## config.mk

```make
export PLATFORM = sky130hd
export DESIGN_NAME = hack_stream_transmitter
export DESIGN_NICKNAME = d
export VERILOG_FILES = /design/src/rtl/hack_stream_transmitter.sv
export SDC_FILE = /design/constraint.sdc
export NUM_CORES = 1
export LEC_CHECK = 0
export CORE_ASPECT_RATIO = 0.8
export CORE_UTILIZATION = 43
export DETAILED_ROUTE_END_ITERATION = 8
export PLACE_DENSITY = 0.64
export SLEW_MARGIN = 20
export SYNTH_ARGS = -nofsm -noshare
export SYNTH_HDL_FRONTEND = slang
export SYNTH_SLANG_ARGS = --single-unit
```

## constraint.sdc

```tcl
create_clock -name hack_clk -period 4.12 [get_ports hack_clk]
set_input_delay 1.03 -clock hack_clk [delete_from_list [all_inputs] [get_ports hack_clk]]
set_output_delay 1.03 -clock hack_clk [all_outputs]
set_load 0.05 [all_outputs]
```

## src/rtl/hack_stream_transmitter.sv

```systemverilog
// Hack bus peripheral that queues CPU words and replays them over the load/sck/data/ack ROM stream link.
// Optional ack watchdog is built when STREAM_TX_TIMEOUT_EN is defined.
module hack_stream_transmitter #(
  parameter int WORD_WIDTH      = 16,
  parameter int ADDRESS_WIDTH   = 15,
  parameter int DATA_ADDRESS    = 24578,
  parameter int CTRL_ADDRESS    = 24579,
  parameter int FIFO_DEPTH_LOG2 = 2,
  parameter int SETUP_CYCLES    = 1,
  parameter int TIMEOUT_CYCLES  = 1023
) (
  input  logic                     hack_clk,
  input  logic                     reset,
  input  logic [ADDRESS_WIDTH-1:0] addressM,
  input  logic                     writeM,
  input  logic [WORD_WIDTH-1:0]    outM,
  output logic [WORD_WIDTH-1:0]    read_data,
  output logic                     selected,
  output logic                     stream_load,
  output logic                     stream_sck,
  output logic [WORD_WIDTH-1:0]    stream_data,
  input  logic                     stream_ack
);

  localparam int DEPTH   = 1 << FIFO_DEPTH_LOG2;
  localparam int CNT_W   = FIFO_DEPTH_LOG2 + 1;
  localparam int SETUP_W = (SETUP_CYCLES > 1) ? $clog2(SETUP_CYCLES) : 1;

  typedef enum logic [2:0] {IDLE, OPEN, SETUP, SCK_HIGH, SCK_LOW} state_t;

  state_t                     state, next_state;
  logic                       ack_meta, ack_s;
  logic [WORD_WIDTH-1:0]      mem [DEPTH];
  logic [FIFO_DEPTH_LOG2-1:0] wr_ptr, rd_ptr;
  logic [CNT_W-1:0]           count;
  logic [SETUP_W-1:0]         setup_cnt;
  logic                       enable, overflow, timeout_flag;
  logic                       data_sel, ctrl_sel, data_wr, ctrl_wr;
  logic                       fifo_full, fifo_empty, push, pop, abort, busy;

  assign data_sel   = (addressM == ADDRESS_WIDTH'(DATA_ADDRESS));
  assign ctrl_sel   = (addressM == ADDRESS_WIDTH'(CTRL_ADDRESS));
  assign selected   = data_sel | ctrl_sel;
  assign data_wr    = writeM & data_sel;
  assign ctrl_wr    = writeM & ctrl_sel;
  assign fifo_full  = (count == CNT_W'(DEPTH));
  assign fifo_empty = (count == '0);
  assign push       = data_wr & (~fifo_full | pop) & ~abort;
  assign busy       = ((state != IDLE) && (state != OPEN)) || !fifo_empty;

`ifdef STREAM_TX_TIMEOUT_EN
  localparam int WD_W = $clog2(TIMEOUT_CYCLES + 1);
  logic [WD_W-1:0] wd_cnt;
  logic            in_handshake;

  assign in_handshake = (state == SCK_HIGH) || (state == SCK_LOW);
  // wd_cnt holds cycles spent in the current handshake state minus one
  assign abort = in_handshake && (wd_cnt == WD_W'(TIMEOUT_CYCLES - 1));

  always_ff @(posedge hack_clk) begin
    if (reset || next_state != state) wd_cnt <= '0;
    else if (in_handshake && !abort)  wd_cnt <= wd_cnt + 1'b1;
  end
`else
  assign abort = 1'b0;
`endif

  always_comb begin
    next_state = state;
    pop        = 1'b0;
    case (state)
      IDLE:     if (enable) next_state = OPEN;
      OPEN: begin
        if (!fifo_empty) begin
          pop        = 1'b1;
          next_state = SETUP;
        end else if (!enable) begin
          next_state = IDLE;
        end
      end
      SETUP:    if (setup_cnt == SETUP_W'(SETUP_CYCLES - 1)) next_state = SCK_HIGH;
      SCK_HIGH: if (ack_s)  next_state = SCK_LOW;
      SCK_LOW:  if (!ack_s) next_state = OPEN;
      default:  next_state = IDLE;
    endcase
    if (abort) next_state = IDLE;
  end

  // Control: state, synchronizer, FIFO pointers and CPU-visible flags
  always_ff @(posedge hack_clk) begin
    if (reset) begin
      state        <= IDLE;
      ack_meta     <= 1'b0;
      ack_s        <= 1'b0;
      wr_ptr       <= '0;
      rd_ptr       <= '0;
      count        <= '0;
      setup_cnt    <= '0;
      enable       <= 1'b0;
      overflow     <= 1'b0;
      timeout_flag <= 1'b0;
    end else begin
      state    <= next_state;
      ack_meta <= stream_ack;
      ack_s    <= ack_meta;
      if (abort) begin
        wr_ptr <= '0;
        rd_ptr <= '0;
        count  <= '0;
      end else begin
        if (push) wr_ptr <= wr_ptr + 1'b1;
        if (pop)  rd_ptr <= rd_ptr + 1'b1;
        count <= count + CNT_W'(push) - CNT_W'(pop);
      end
      if (pop)                  setup_cnt <= '0;
      else if (state == SETUP)  setup_cnt <= setup_cnt + 1'b1;
      if (ctrl_wr) begin
        enable <= outM[0];
        if (outM[7]) begin
          overflow     <= 1'b0;
          timeout_flag <= 1'b0;
        end
      end
      if (data_wr && !push) overflow <= 1'b1;
      if (abort) begin
        enable       <= 1'b0;
        timeout_flag <= 1'b1;
      end
    end
  end

  always_ff @(posedge hack_clk) begin
    if (push) mem[wr_ptr] <= outM;
  end

  // Link outputs follow the state being entered on this edge
  always_ff @(posedge hack_clk) begin
    if (reset) begin
      stream_load <= 1'b0;
      stream_sck  <= 1'b0;
      stream_data <= '0;
    end else begin
      stream_load <= (next_state != IDLE);
      stream_sck  <= (next_state == SCK_HIGH);
      if (pop) stream_data <= mem[rd_ptr];
    end
  end

  always_comb begin
    read_data = '0;
    if (ctrl_sel) begin
      read_data[0]    = enable;
      read_data[1]    = busy;
      read_data[2]    = fifo_full;
      read_data[3]    = fifo_empty;
      read_data[4]    = timeout_flag;
      read_data[5]    = overflow;
      read_data[11:8] = 4'(count);
    end
  end

endmodule

```

==> summary.md <==
| Metric | Value |
|---|---|
| Clock root buffer master | `clkbuf_16` |
| Critical-path top delay cell | `or4_4` |
| Port Buffers | `61` |
| Critical path endpoint category | `output port` |
| Startpoint of the worst register-to-register path | `count[0]` |
| Number of rows created at floorplan | `30` |
| Fin cells | `464` |
| Post-synthesis instance area | `3900 sq um` |
| Clock tree from TritonCTS | `yes` |
| Worst clock skew | `0.00681 ns` |
| Number of buffers and inverters on the critical path | `3` |
| Met1 Track Usage GR | `0.237` |
| Count of flip-flops with a built-in enable after synthesis | `64` |
| Clock sink total | `97` |
| Max_cap viols | `0` |
| Crit path DAT | `2.97 ns` |
| Setup-failing EPs final | `0` |
| Area added between synthesis and finish | `29.3%` |
| Unrepaired setup endpoints after global routing | `true` |
| Average cell area after synthesis | `14.1 sq um` |
| Total number of yosys warnings | `0` |
| GRT Total Usage | `0.174` |
| Placeable Area | `8630 sq um` |
| X dimension of the die | `108 um` |
| Met2 global-route usage | `0.265` |
| Ordered cell list for the critical path | `clkdlybuf4s50_1, or4_4, buf_4, nor4b_4, nand2_1, nor2_1, buf_12` |
| Clock Latency Late Sink | `0.34 ns` |
| Met3 Use GR | `0.0501` |
| Max Slew Vio Count | `0` |
| Routed vias | `2366` |
| CTS clk-pin slew, worst paths | `0.06 ns` |
| Dominant synthesized flop cell | `edfxtp_1` |
| Seq cells post-synth | `97` |
| Worst Slack Setup Final | `0.116 ns` |
| Initial antenna violation count | `0` |
| Initial Utilization | `0.452` |
| Power per cell area | `381 nW/um^2` |
| Required time of the critical path | `3.09 ns` |
| Final wirelength | `7.45 mm` |
| Worst-case clock buffer depth | `2` |
| Category of the worst setup path launch point | `input port` |
| Slowest cell delay on critical path | `0.53 ns` |
| Vertical die dimension | `87.2 um` |
| Hpwl dp | `4.86 mm` |
| Largest fanout on the critical path | `4` |
| Starting DRC count in detailed routing | `95` |
| Layout cells sized above 1 | `0.182` |
| Setup slack of the most critical reg-to-reg path | `1.32 ns` |
| Cell count after placement | `447` |
| CP top delay family | `simple AND/OR/NAND/NOR gates` |
| Wire length of the first global-routing pass | `11.8 mm` |
| Worst Max-Slew Pin Slew | `0.937 ns` |
| Hold Vio Cnt, Final | `0` |
| Post-layout nets | `389` |
| Die outline area | `9460 sq um` |
| Tot Pwr | `1.92 mW` |
| Final estimated routing congestion in global placement | `0.735` |
| Most heavily used metal layer in global routing | `met2` |
| Share of the yosys chip area belonging to registers | `0.662` |
| Result of the run | `completed` |
| Average routed wire per standard cell | `16.1 um` |
| Hold/Removal Path Class | `flip-flop to flip-flop` |
| Worst slack after detailed placement | `0.0533 ns` |
| Critical path startpoint | `addressM[7]` |
| Share of async-settable or async-resettable flops after synthesis | `0` |
| DRC violations left | `0` |
| Post-Synthesis Cells | `276` |
| Number of levels in the clock H-tree | `3` |
| Worst IR Drop VDD | `0.000241 V` |
| 1st-pass router iterations | `4` |
| Final ANT Viol Nets | `0` |
| Lkg Pwr | `1.73 nW` |
| Upper clock frequency limit | `250 MHz` |
| Num CTS Buffers | `9` |
| Via count of the first global-routing pass | `2250` |
| Largest net degree at the start of global routing | `21` |
| Via count normalized by instance count | `5.10` |
| WS Path Type | `input port to output port` |
| Minimum clock period after layout | `4.00 ns` |
| Remaining max-slew budget at the tightest pin | `0.375` |
| Share of the clock period used by the worst path | `0.972` |
| Total inserted antenna cells | `0` |
| Worst hold path startpoint | `ack_meta` |
| Unique cell type count in the Yosys netlist | `42` |
| Total congestion overflow | `0` |
| Top-Level Pins | `70` |
==> cell usage in the layout (no fill, tap or decap), drive strengths merged, types with 2 or more instances in the layout <==
| cell type | count |
|---|---|
| dfxtp | 33 |
| nand2b | 2 |
| mux4 | 16 |
| or3b | 2 |
| nor2b | 5 |
| nand2 | 36 |
| o21a | 2 |
| edfxtp | 64 |
| a21oi | 22 |
| conb | 8 |
| ha | 6 |
| o21ai | 4 |
| nor2 | 15 |
| clkinv | 2 |
| nand3 | 4 |
| clkdlybuf4s50 | 52 |
| xnor2 | 3 |
| and3 | 8 |
| inv | 11 |
| a21o | 3 |
| buf | 22 |
| or4 | 2 |
| clkbuf | 11 |
| nor3 | 3 |
==> metrics by stage <==
stage | setup TNS, ns | hold slack [ns] | utilization | cell area (sq um)
2_1_floorplan | -0.627 | 0.414 | - | 3930
3_3_place_gp | 0 | 0.436 | 0.549 | 4740
3_5_place_dp | 0 | 0.440 | 0.549 | 4740
4_1_cts | 0 | 0.455 | 0.583 | 5030
5_1_grt | -0.0634 | 0.468 | 0.584 | 5040
6_report | 0 | 0.448 | 0.584 | 5040
==> routing by layer <==
| metal | up-vias | share of wire |
|---|---|---|
| met4 | 0 | 0.0051 |
| met5 | - | 0 |
| met2 | 54 | 0.48 |
| met3 | 2 | 0.046 |
| met1 | 1171 | 0.46 |
| li1 | 1139 | - |
==> state kept, by name, summed over array words and instances (netlist names) <==
name and flops:
ack_s 1, count 3, wr_ptr 2, stream_load 1, ack_meta 1, mem 64, overflow 1, stream_sck 1
stream_data 16, state 3, setup_cnt 1, rd_ptr 2, enable 1
==> logic make-up after synthesis <==
kind of cell,synth area share
AO/OA/AOI/OAI,0.0555
XOR/XNOR,0.00898
adder cells (fa/ha/maj),0.0244
buffers and inverters,0.0398
flip-flops,0.662
multiplexers,0.0924
other,0.000962
AND/OR/NAND/NOR,0.116
==> path summary, 6_finish.rpt <==
path / to / cells after the start
worst max-delay path: read_data[3] / 7
worst min-delay path: ack_s / 1
worst max register to register: count[2] / 11
worst min register to register: ack_s / 1
==> cells in the mapped netlist (2+ instances only) <==
master	number	share of area
a21oi_1	22	0.028
nand2_1	36	0.035
or3b_2	2	0.0045
dfxtp_1	33	0.17
o21a_1	2	0.0038
mux4_2	16	0.092
edfxtp_1	64	0.49
nand2b_1	2	0.0032
nor2b_1	5	0.0080
and3_1	8	0.013
xnor2_1	3	0.0067
clkbuf_1	4	0.0038
o21ai_0	3	0.0038
inv_1	8	0.0077
buf_4	9	0.017
ha_1	6	0.019
nand3_1	4	0.0051
or4_4	2	0.0058
nor3_1	2	0.0026
buf_2	7	0.0090
nor2_1	15	0.014
a21o_1	3	0.0058
==> worst register-to-register path, cell delays in order (launching register included) <==
cell	delay, ns
dfxtp_1	0.34
or3_1	0.47
nand2_1	0.09
buf_4	0.26
inv_2	0.23
ha_1	0.34
inv_1	0.04
ha_1	0.18
fa_1	0.38
xnor2_1	0.18
xnor2_1	0.14
nor2_1	0.05
==> final cells by class <==
cell class	instances	area (sq um)
fillers	703	3590
flip-flops and latches	97	2580
multi-input cells	156	1190
repair buffers	74	798
clock buffers	11	233
well taps	112	140
clock inverters	5	61.3
inverters	9	33.8
==> report_power, final <==
| group | switching, mW | internal, mW |
|---|---|---|
| Clock | 0.342 | 0.475 |
| Combinational | 0.0371 | 0.0335 |
| Sequential | 0.000431 | 1.04 |
| Total | 0.379 | 1.54 |
==> what timing repair did <==
action                                  in CTS  in global routing
hold buffers                                 0                  0
resized for setup                            0                  2
endpoints found under the setup margin       0                  6
setup buffers                                0                  1
hold endpoints to repair                     0                  0
(Power assumes the default switching activity.)
